**config.mk**
```make
export PLATFORM = sky130hd
export DESIGN_NAME = rgb888_fifo_burst_sched
export DESIGN_NICKNAME = d
export VERILOG_FILES = /design/src/rtl/rgb888_fifo_burst_sched_pkg.sv /design/src/rtl/rgb888_burst_addr_gen.sv /design/src/rtl/rgb888_fifo_burst_sched.sv
export SDC_FILE = /design/constraint.sdc
export NUM_CORES = 1
export LEC_CHECK = 0
export BUFFER_PORTS_ARGS = -buffer_cell sky130_fd_sc_hd__clkbuf_2
export CAP_MARGIN = 10
export CORE_ASPECT_RATIO = 1.5
export CORE_MARGIN = 2
export CORE_UTILIZATION = 25
export CTS_CLUSTER_DIAMETER = 150
export DETAILED_ROUTE_END_ITERATION = 8
export GPL_TIMING_DRIVEN = 0
export SLEW_MARGIN = 5
export SYNTH_ARGS = -nofsm -noshare
export SYNTH_HDL_FRONTEND = slang
export SYNTH_HIERARCHICAL = 1
export SYNTH_SLANG_ARGS = --single-unit
export TNS_END_PERCENT = 100
```
**constraint.sdc**
```tcl
create_clock -name system_clk -period 4.1 [get_ports system_clk]
set_input_delay 0.82 -clock system_clk [delete_from_list [all_inputs] [get_ports system_clk]]
set_output_delay 0.82 -clock system_clk [all_outputs]
set_load 0.01 [all_outputs]
```
**src/rtl/rgb888_fifo_burst_sched_pkg.sv**
```systemverilog
// Shared state encoding and word-size helper for the RGB888 FIFO-to-DDR burst scheduler.
package rgb888_fifo_burst_sched_pkg;

    localparam logic [2:0] S_IDLE = 3'd0;
    localparam logic [2:0] S_ARM  = 3'd1;
    localparam logic [2:0] S_REQ  = 3'd2;
    localparam logic [2:0] S_DATA = 3'd3;
    localparam logic [2:0] S_DONE = 3'd4;

    typedef enum logic [2:0] {
        ST_IDLE = S_IDLE,
        ST_ARM  = S_ARM,
        ST_REQ  = S_REQ,
        ST_DATA = S_DATA,
        ST_DONE = S_DONE
    } sched_state_t;

    function automatic int bytes_per_word(input int data_w);
        return data_w / 8;
    endfunction

endpackage

```
**src/rtl/rgb888_burst_addr_gen.sv**
```systemverilog
// Frame address / remaining-word bookkeeping and burst-length selection for the burst scheduler.
module rgb888_burst_addr_gen
    import rgb888_fifo_burst_sched_pkg::*;
#(
    parameter int                DATA_W      = 128,
    parameter int                ADDR_W      = 32,
    parameter int                BURST_LEN   = 64,
    parameter int                FRAME_WORDS = 57600,
    parameter logic [ADDR_W-1:0] RESET_ADDR  = '0,
    parameter int                REM_W       = $clog2(FRAME_WORDS + 1),
    parameter int                BL_W        = $clog2(BURST_LEN + 1)
) (
    input  logic              system_clk,
    input  logic              rst_n,
    input  logic              load,
    input  logic [ADDR_W-1:0] load_addr,
    input  logic              consume,
    input  logic              advance,
    input  logic [BL_W-1:0]   adv_len,
    output logic [ADDR_W-1:0] addr,
    output logic [REM_W-1:0]  remaining,
    output logic              rem_zero,
    output logic              full_ok,
    output logic              tail_ok,
    output logic [BL_W-1:0]   burst_len
);

    localparam int                BPW       = bytes_per_word(DATA_W);
    localparam logic [ADDR_W-1:0] BPW_A     = ADDR_W'(BPW);
    localparam logic [REM_W-1:0]  BURST_REM = REM_W'(BURST_LEN);
    localparam logic [REM_W-1:0]  FRAME_REM = REM_W'(FRAME_WORDS);

    logic [ADDR_W-1:0] addr_reg, addr_next;
    logic [REM_W-1:0]  remaining_reg, remaining_next;

    always_comb begin
        addr_next      = addr_reg;
        remaining_next = remaining_reg;
        if (load) begin
            addr_next      = load_addr;
            remaining_next = FRAME_REM;
        end else begin
            if (consume) begin
                remaining_next = remaining_reg - REM_W'(1);
            end
            // Wraps modulo 2^ADDR_W by construction of the sum width.
            if (advance) begin
                addr_next = addr_reg + ADDR_W'(adv_len) * BPW_A;
            end
        end
    end

    always_ff @(posedge system_clk or negedge rst_n) begin
        if (!rst_n) begin
            addr_reg      <= RESET_ADDR;
            remaining_reg <= '0;
        end else begin
            addr_reg      <= addr_next;
            remaining_reg <= remaining_next;
        end
    end

    assign addr      = addr_reg;
    assign remaining = remaining_reg;
    assign rem_zero  = (remaining_reg == '0);
    assign full_ok   = (remaining_reg >= BURST_REM);
    assign tail_ok   = !full_ok;
    assign burst_len = full_ok ? BL_W'(BURST_LEN) : BL_W'(remaining_reg);

endmodule

```
**src/rtl/rgb888_fifo_burst_sched.sv**
```systemverilog
// Drains the RGB888 show-ahead FIFO into DDR as fixed-length write bursts with a shortened frame tail.
// Optional macro RGB888_SCHED_PINGPONG_EN alternates frames between FRAME_BASE0 and FRAME_BASE1.
module rgb888_fifo_burst_sched
    import rgb888_fifo_burst_sched_pkg::*;
#(
    parameter int                DATA_W      = 128,
    parameter int                ADDR_W      = 32,
    parameter int                LEN_W       = 8,
    parameter int                BURST_LEN   = 64,
    parameter int                FRAME_WORDS = 57600,
    parameter logic [ADDR_W-1:0] FRAME_BASE0 = ADDR_W'(32'h0000_0000),
    parameter logic [ADDR_W-1:0] FRAME_BASE1 = ADDR_W'(32'h0010_0000)
) (
    input  logic              system_clk,
    input  logic              rst_n,
    input  logic              i_frame_start,
    input  logic              i_frame_end,
    input  logic              i_fifo_empty,
    input  logic              i_fifo_almost_empty,
    input  logic [DATA_W-1:0] i_fifo_rddata,
    output logic              o_fifo_rden,
    output logic              o_wr_req,
    output logic [ADDR_W-1:0] o_wr_addr,
    output logic [LEN_W-1:0]  o_wr_len,
    input  logic              i_wr_ack,
    output logic [DATA_W-1:0] o_wr_data,
    output logic              o_wr_valid,
    input  logic              i_wr_ready,
    output logic              o_frame_done,
    output logic              o_frame_err,
    output logic              o_buf_sel
);

    localparam int REM_W = $clog2(FRAME_WORDS + 1);
    localparam int BL_W  = $clog2(BURST_LEN + 1);

    sched_state_t      state_reg, state_next;
    logic [BL_W-1:0]   len_reg, len_next;
    logic [BL_W-1:0]   beats_left_reg, beats_left_next;
    logic              eof_reg, eof_next;
    logic              err_reg, err_next;

    logic              load, issue, advance, beat_fire, last_beat;
    logic              buf_sel;
    logic [ADDR_W-1:0] base_addr;
    logic [ADDR_W-1:0] gen_addr;
    logic [REM_W-1:0]  gen_remaining;
    logic              rem_zero, full_ok, tail_ok;
    logic [BL_W-1:0]   burst_len;

    rgb888_burst_addr_gen #(
        .DATA_W      (DATA_W),
        .ADDR_W      (ADDR_W),
        .BURST_LEN   (BURST_LEN),
        .FRAME_WORDS (FRAME_WORDS),
        .RESET_ADDR  (FRAME_BASE0),
        .REM_W       (REM_W),
        .BL_W        (BL_W)
    ) u_addr_gen (
        .system_clk (system_clk),
        .rst_n      (rst_n),
        .load       (load),
        .load_addr  (base_addr),
        .consume    (beat_fire),
        .advance    (advance),
        .adv_len    (len_reg),
        .addr       (gen_addr),
        .remaining  (gen_remaining),
        .rem_zero   (rem_zero),
        .full_ok    (full_ok),
        .tail_ok    (tail_ok),
        .burst_len  (burst_len)
    );

    // Show-ahead FIFO: the head word is the beat, and popping it is the handshake itself.
    assign o_wr_data    = i_fifo_rddata;
    assign o_wr_valid   = (state_reg == ST_DATA) && !i_fifo_empty && (beats_left_reg != '0);
    assign beat_fire    = o_wr_valid && i_wr_ready;
    assign o_fifo_rden  = beat_fire;
    assign last_beat    = beat_fire && (beats_left_reg == BL_W'(1));
    assign o_wr_req     = (state_reg == ST_REQ);
    assign o_wr_addr    = o_wr_req ? gen_addr : '0;
    assign o_wr_len     = o_wr_req ? LEN_W'(len_reg - BL_W'(1)) : '0;
    assign o_frame_done = (state_reg == ST_DONE);
    assign o_frame_err  = err_reg;
    assign o_buf_sel    = buf_sel;

    always_comb begin
        state_next      = state_reg;
        len_next        = len_reg;
        beats_left_next = beats_left_reg;
        eof_next        = eof_reg;
        err_next        = err_reg;
        load            = 1'b0;
        issue           = 1'b0;
        advance         = 1'b0;

        if (i_frame_end && (state_reg != ST_IDLE)) begin
            eof_next = 1'b1;
        end
        if (i_frame_start && (state_reg != ST_IDLE)) begin
            err_next = 1'b1;
        end

        case (state_reg)
            ST_IDLE: begin
                if (i_frame_start) begin
                    load       = 1'b1;
                    eof_next   = 1'b0;
                    state_next = ST_ARM;
                end
            end
            ST_ARM: begin
                // A tail burst may only go once the producer has declared the frame complete.
                if (rem_zero) begin
                    state_next = ST_DONE;
                end else if ((full_ok && !i_fifo_almost_empty) || (eof_reg && tail_ok)) begin
                    issue           = 1'b1;
                    len_next        = burst_len;
                    beats_left_next = burst_len;
                    state_next      = ST_REQ;
                end
            end
            ST_REQ: begin
                if (i_wr_ack) begin
                    state_next = ST_DATA;
                end
            end
            ST_DATA: begin
                if (beat_fire) begin
                    beats_left_next = beats_left_reg - BL_W'(1);
                end
                if (last_beat) begin
                    advance    = 1'b1;
                    state_next = ST_ARM;
                end
            end
            ST_DONE: begin
                state_next = ST_IDLE;
            end
            default: begin
                state_next = ST_IDLE;
            end
        endcase
    end

    always_ff @(posedge system_clk or negedge rst_n) begin
        if (!rst_n) begin
            state_reg      <= ST_IDLE;
            len_reg        <= '0;
            beats_left_reg <= '0;
            eof_reg        <= 1'b0;
            err_reg        <= 1'b0;
        end else begin
            state_reg      <= state_next;
            len_reg        <= len_next;
            beats_left_reg <= beats_left_next;
            eof_reg        <= eof_next;
            err_reg        <= err_next;
        end
    end

`ifdef RGB888_SCHED_PINGPONG_EN
    logic buf_sel_reg;

    always_ff @(posedge system_clk or negedge rst_n) begin
        if (!rst_n) begin
            buf_sel_reg <= 1'b0;
        end else if (state_reg == ST_DONE) begin
            buf_sel_reg <= !buf_sel_reg;
        end
    end

    assign buf_sel   = buf_sel_reg;
    assign base_addr = buf_sel_reg ? FRAME_BASE1 : FRAME_BASE0;
`else
    logic unused_base1;

    assign unused_base1 = ^FRAME_BASE1;
    assign buf_sel      = 1'b0;
    assign base_addr    = FRAME_BASE0;
`endif

    logic unused_issue;
    assign unused_issue = issue;

endmodule

```
==> results.md <==
* Path type of the worst min-delay path: primary input to async pin
* Count of unique library cells instantiated by Yosys at 68
* Crit. End Element: flip-flop
* Area leader, netlist: dfrtp_1
* Pwr per Cell Area at 300 nW/um^2
* Die span in x at 125 um
* Total Nets Final at 987
* Antenna cell count at 0
* Post-CTS Hold Fix Bufs at 0
* Detailed-router iteration count before antenna repair at 4
* Placeable core region at 21600 um^2
* Antenna violations before repair at 0
* Number of buffers created by CTS at 9
* Proportion of register bits with asynchronous set or reset after synthesis at 100%
* TritonCTS clock tree: done
* Final routed DRC violation total at 0
* Post-Synth XOR/XNOR Area at 5.63%
* Pin count of the biggest net entering global routing at 59
* Master of the slowest instance on the critical path: nor3_1
* Post-route antenna net violation count at 0
* Met2 Wirelength at 9000 um
* Required @ worst endpoint at 4.30 ns
* Final setup fails at 0
* Highest metal used: met4
* Mean cell area of the mapped netlist at 8.87 um^2
* Maximum fanout count along the critical path at 10
* H-tree depth reported by CTS at 3
* FMAX at 299 MHz
* Total die area at 23000 um^2
* Max Clock Skew at 0.00783 ns
* Chip Height at 185 um
* Dominant cells by area after synthesis: dfrtp_1 31%, buf_4 19%, and2_1 4.4%, xnor2_1 4.2%, nand2_1 3.2%
* Number of sinks handled by clock tree synthesis at 67
* Via Count at 4948
* Met1 wire length at 6040 um
* Count of cells resized by post-cts repair at 0
* RSZ-0062 raised after global routing: no
* Synth cell count leaders: 135 x buf_4, 67 x dfrtp_1, 47 x nand2_1, 38 x and2_1, 33 x nor2_1
* Simple-gate portion of the synthesized area at 20.7%
* Seq/Total Area, Yosys at 30.8%
* Io pins at 310
* Clock latency reported for the late side of the worst-skew pair at 0.33 ns
* Fraction of synthesized cell area taken by the top area cell type at 30.8%
* Number of global-route vias before repair at 4685
* Global-route wire length before repair at 24800 um
* Ys Warns at 6
* Clock-pin transition on the worst setup and hold timing paths at 0.06 ns
* Static Leakage at 3.46 nW
* Number of buffers inserted by port buffering at 180
* Post-route minimum period at 3.35 ns
* Residual overflow from global routing at 0
* Buffer levels on the longest clock path at 2
* Placer Congestion at 0.808
* Wire length on met3 at 1060 um
* Overall global routing resource usage at 13.6%
* Number of enable flip-flop cells after synthesis at 0
* Synth Cell Area at 5450 um^2
* Outcome: finished, final reports clean
* Type of origin of the critical path: flip-flop
* Cells after synthesis at 614
* CP peak stage delay at 0.63 ns
* Total negative slack for setup checks at 0 ns
* Final critical-path share of the clock period at 81.7%
* Synth Area in Compound Gates at 14.7%
* Number of fill cells in the layout at 2297
* Synthesized-area fraction occupied by adder cells at 3.12%
* Maximum vdd ir drop at 0.000143 V
* Number of buffers and inverters on the critical path at 1
* Number of DRC markers after the initial detailed-route iteration at 214
* Arrival time of data at the critical path endpoint at 3.55 ns
* Post-layout util at 33.1%
* Share of cell area taken by muxes after synthesis at 3.38%
* Flops & latches, synth at 67
* Largest family of logic cells by synthesized area: buffers and inverters
* Layout area overhead at 31.0%
* Worst max-slew margin expressed relative to the limit at 30.1%
* Worst path cell trace: or3_1, or4b_4, nor3_1, o211ai_4, buf_4, a2111oi_2, xnor2_1, o21ai_1
* Maximum Capacitance Violations at 0
* Actual slew at the worst max-slew pin at 1.05 ns
* Final Hold Viols at 0
* Fraction of final layout cells sized beyond drive strength 1 at 44.0%
* Effective utilization at floorplan at 25.3%
* Family of cells with the greatest summed delay on the critical path: simple AND/OR/NAND/NOR gates
* Max-slew violation count at 0
* Final HPWL DP at 12900 um
* Kind of critical path: flip-flop to flip-flop
* Avg Vias per Cell at 4.44
* Most repeated cell in the gate-level netlist after synthesis: buf_4
* Number of flip-flops in the largest register at 32
* Root Buffer Master: clkbuf_16
* Postcts setup bufs at 0
* Total Wirelength at 16300 um
* Most frequently used flop master after synthesis: dfrtp_1
* Number of standard-cell rows in the floorplan at 66
* Average wire per cell in the routed design at 14.6 um
## area by class of cell
class                           count  area, um^2  area share [%]
Tap cell                          272         340            4.77
Multi-Input combinational cell    403        2710            38.0
Clock inverter                      5        52.6           0.736
Sequential cell                    67        1680            23.5
Buffer                            156        1110            15.5
Timing Repair Buffer              181         931            13.0
Inverter                           20        75.1            1.05
Clock buffer                       11         243            3.40
## path summary, 6_finish.rpt
kind / startpoint / slack (ns) / to / cells after the start
setup / recovery: beats_left_reg[3]$_DFFE_PN0P_ / 0.75 / u_addr_gen/addr[22]$_DFFE_PN0N_ / 8
hold / removal: rst_n / 0.35 / o_frame_err$_DFFE_PN0P_ / 1
setup reg to reg: beats_left_reg[3]$_DFFE_PN0P_ / 0.75 / u_addr_gen/addr[22]$_DFFE_PN0N_ / 8
hold reg to reg: o_frame_err$_DFFE_PN0P_ / 0.46 / o_frame_err$_DFFE_PN0P_ / 1
max in group asynchronous: rst_n / 3.20 / u_addr_gen/addr[3]$_DFFE_PN0P_ / 2
min in group system_clk: o_frame_err$_DFFE_PN0P_ / 0.46 / o_frame_err$_DFFE_PN0P_ / 1
## worst reg2reg max path: cells and delay by family, from the launching register on
| family | cells | cell delay (ns) |
|---|---|---|
| AOI/OAI and AO/OA | 3 | 0.76 |
| xor gates and xnor gates | 1 | 0.16 |
| DFF | 1 | 0.44 |
| buffers and inverters | 1 | 0.26 |
| and+or+nand+nor | 3 | 1.59 |
## stage by stage
| stage | instances | instance area [um^2] | setup WS [ns] | hold WS [ns] | total power, mW |
|---|---|---|---|---|---|
| after CTS | 1115 | 7140 | 0.676 | 0.355 | 2.16 |
| final | 1115 | 7140 | 0.750 | 0.355 | 2.14 |
| after global routing | 1115 | 7140 | 0.524 | 0.360 | 2.27 |
| after floorplan | 646 | 5570 | 1.14 | 0.463 | 1.21 |
| after detailed placement | 1099 | 6840 | 0.520 | 0.448 | 1.38 |
| after global placement | 1098 | 6810 | 0.525 | 0.443 | 1.36 |
## layer usage
| layer | vias up | global-route usage (%) |
|---|---|---|
| li1 | 2385 | - |
| met1 | 2275 | 14.3 |
| met2 | 276 | 27.4 |
| met3 | 12 | 2.14 |
| met4 | 0 | 4.00 |
| met5 | - | 0 |
## layout by cell type (no fill, tap or decap), types with 4 or more instances in the layout
cell type / instances
a2111oi_2: 5
a211oi_1: 7
a21oi_1: 16
a22oi_1: 6
and2_1: 38
and3_1: 7
buf_2: 5
buf_4: 135
clkbuf_1: 15
clkbuf_16: 9
clkbuf_2: 179
conb_1: 33
dfrtp_1: 67
ha_1: 12
inv_1: 19
mux2_2: 11
mux2i_1: 6
nand2_1: 47
nand2b_1: 11
nand3_1: 9
nand4_1: 7
nor2_1: 33
nor2b_1: 7
nor3_1: 14
nor3b_1: 4
nor4_1: 7
o21ai_0: 21
o21ai_1: 7
or3_1: 5
xnor2_1: 26
xor2_1: 9
## report_power, final
group | internal [mW] | switching (mW) | total (mW)
Combinational | 0.250 | 0.227 | 0.477
Sequential | 0.762 | 0.122 | 0.885
Clock | 0.484 | 0.295 | 0.779
Total | 1.50 | 0.644 | 2.14
## cells by family after synthesis
| family | Yosys count |
|---|---|
| adders and majority gates | 13 |
| muxes | 17 |
| xor gates and xnor gates | 35 |
| AOI/OAI and AO/OA | 98 |
| DFF | 67 |
| buffers and inverters | 176 |
| other | 1 |
| and+or+nand+nor | 207 |
Power figures use the tool's default switching activity.
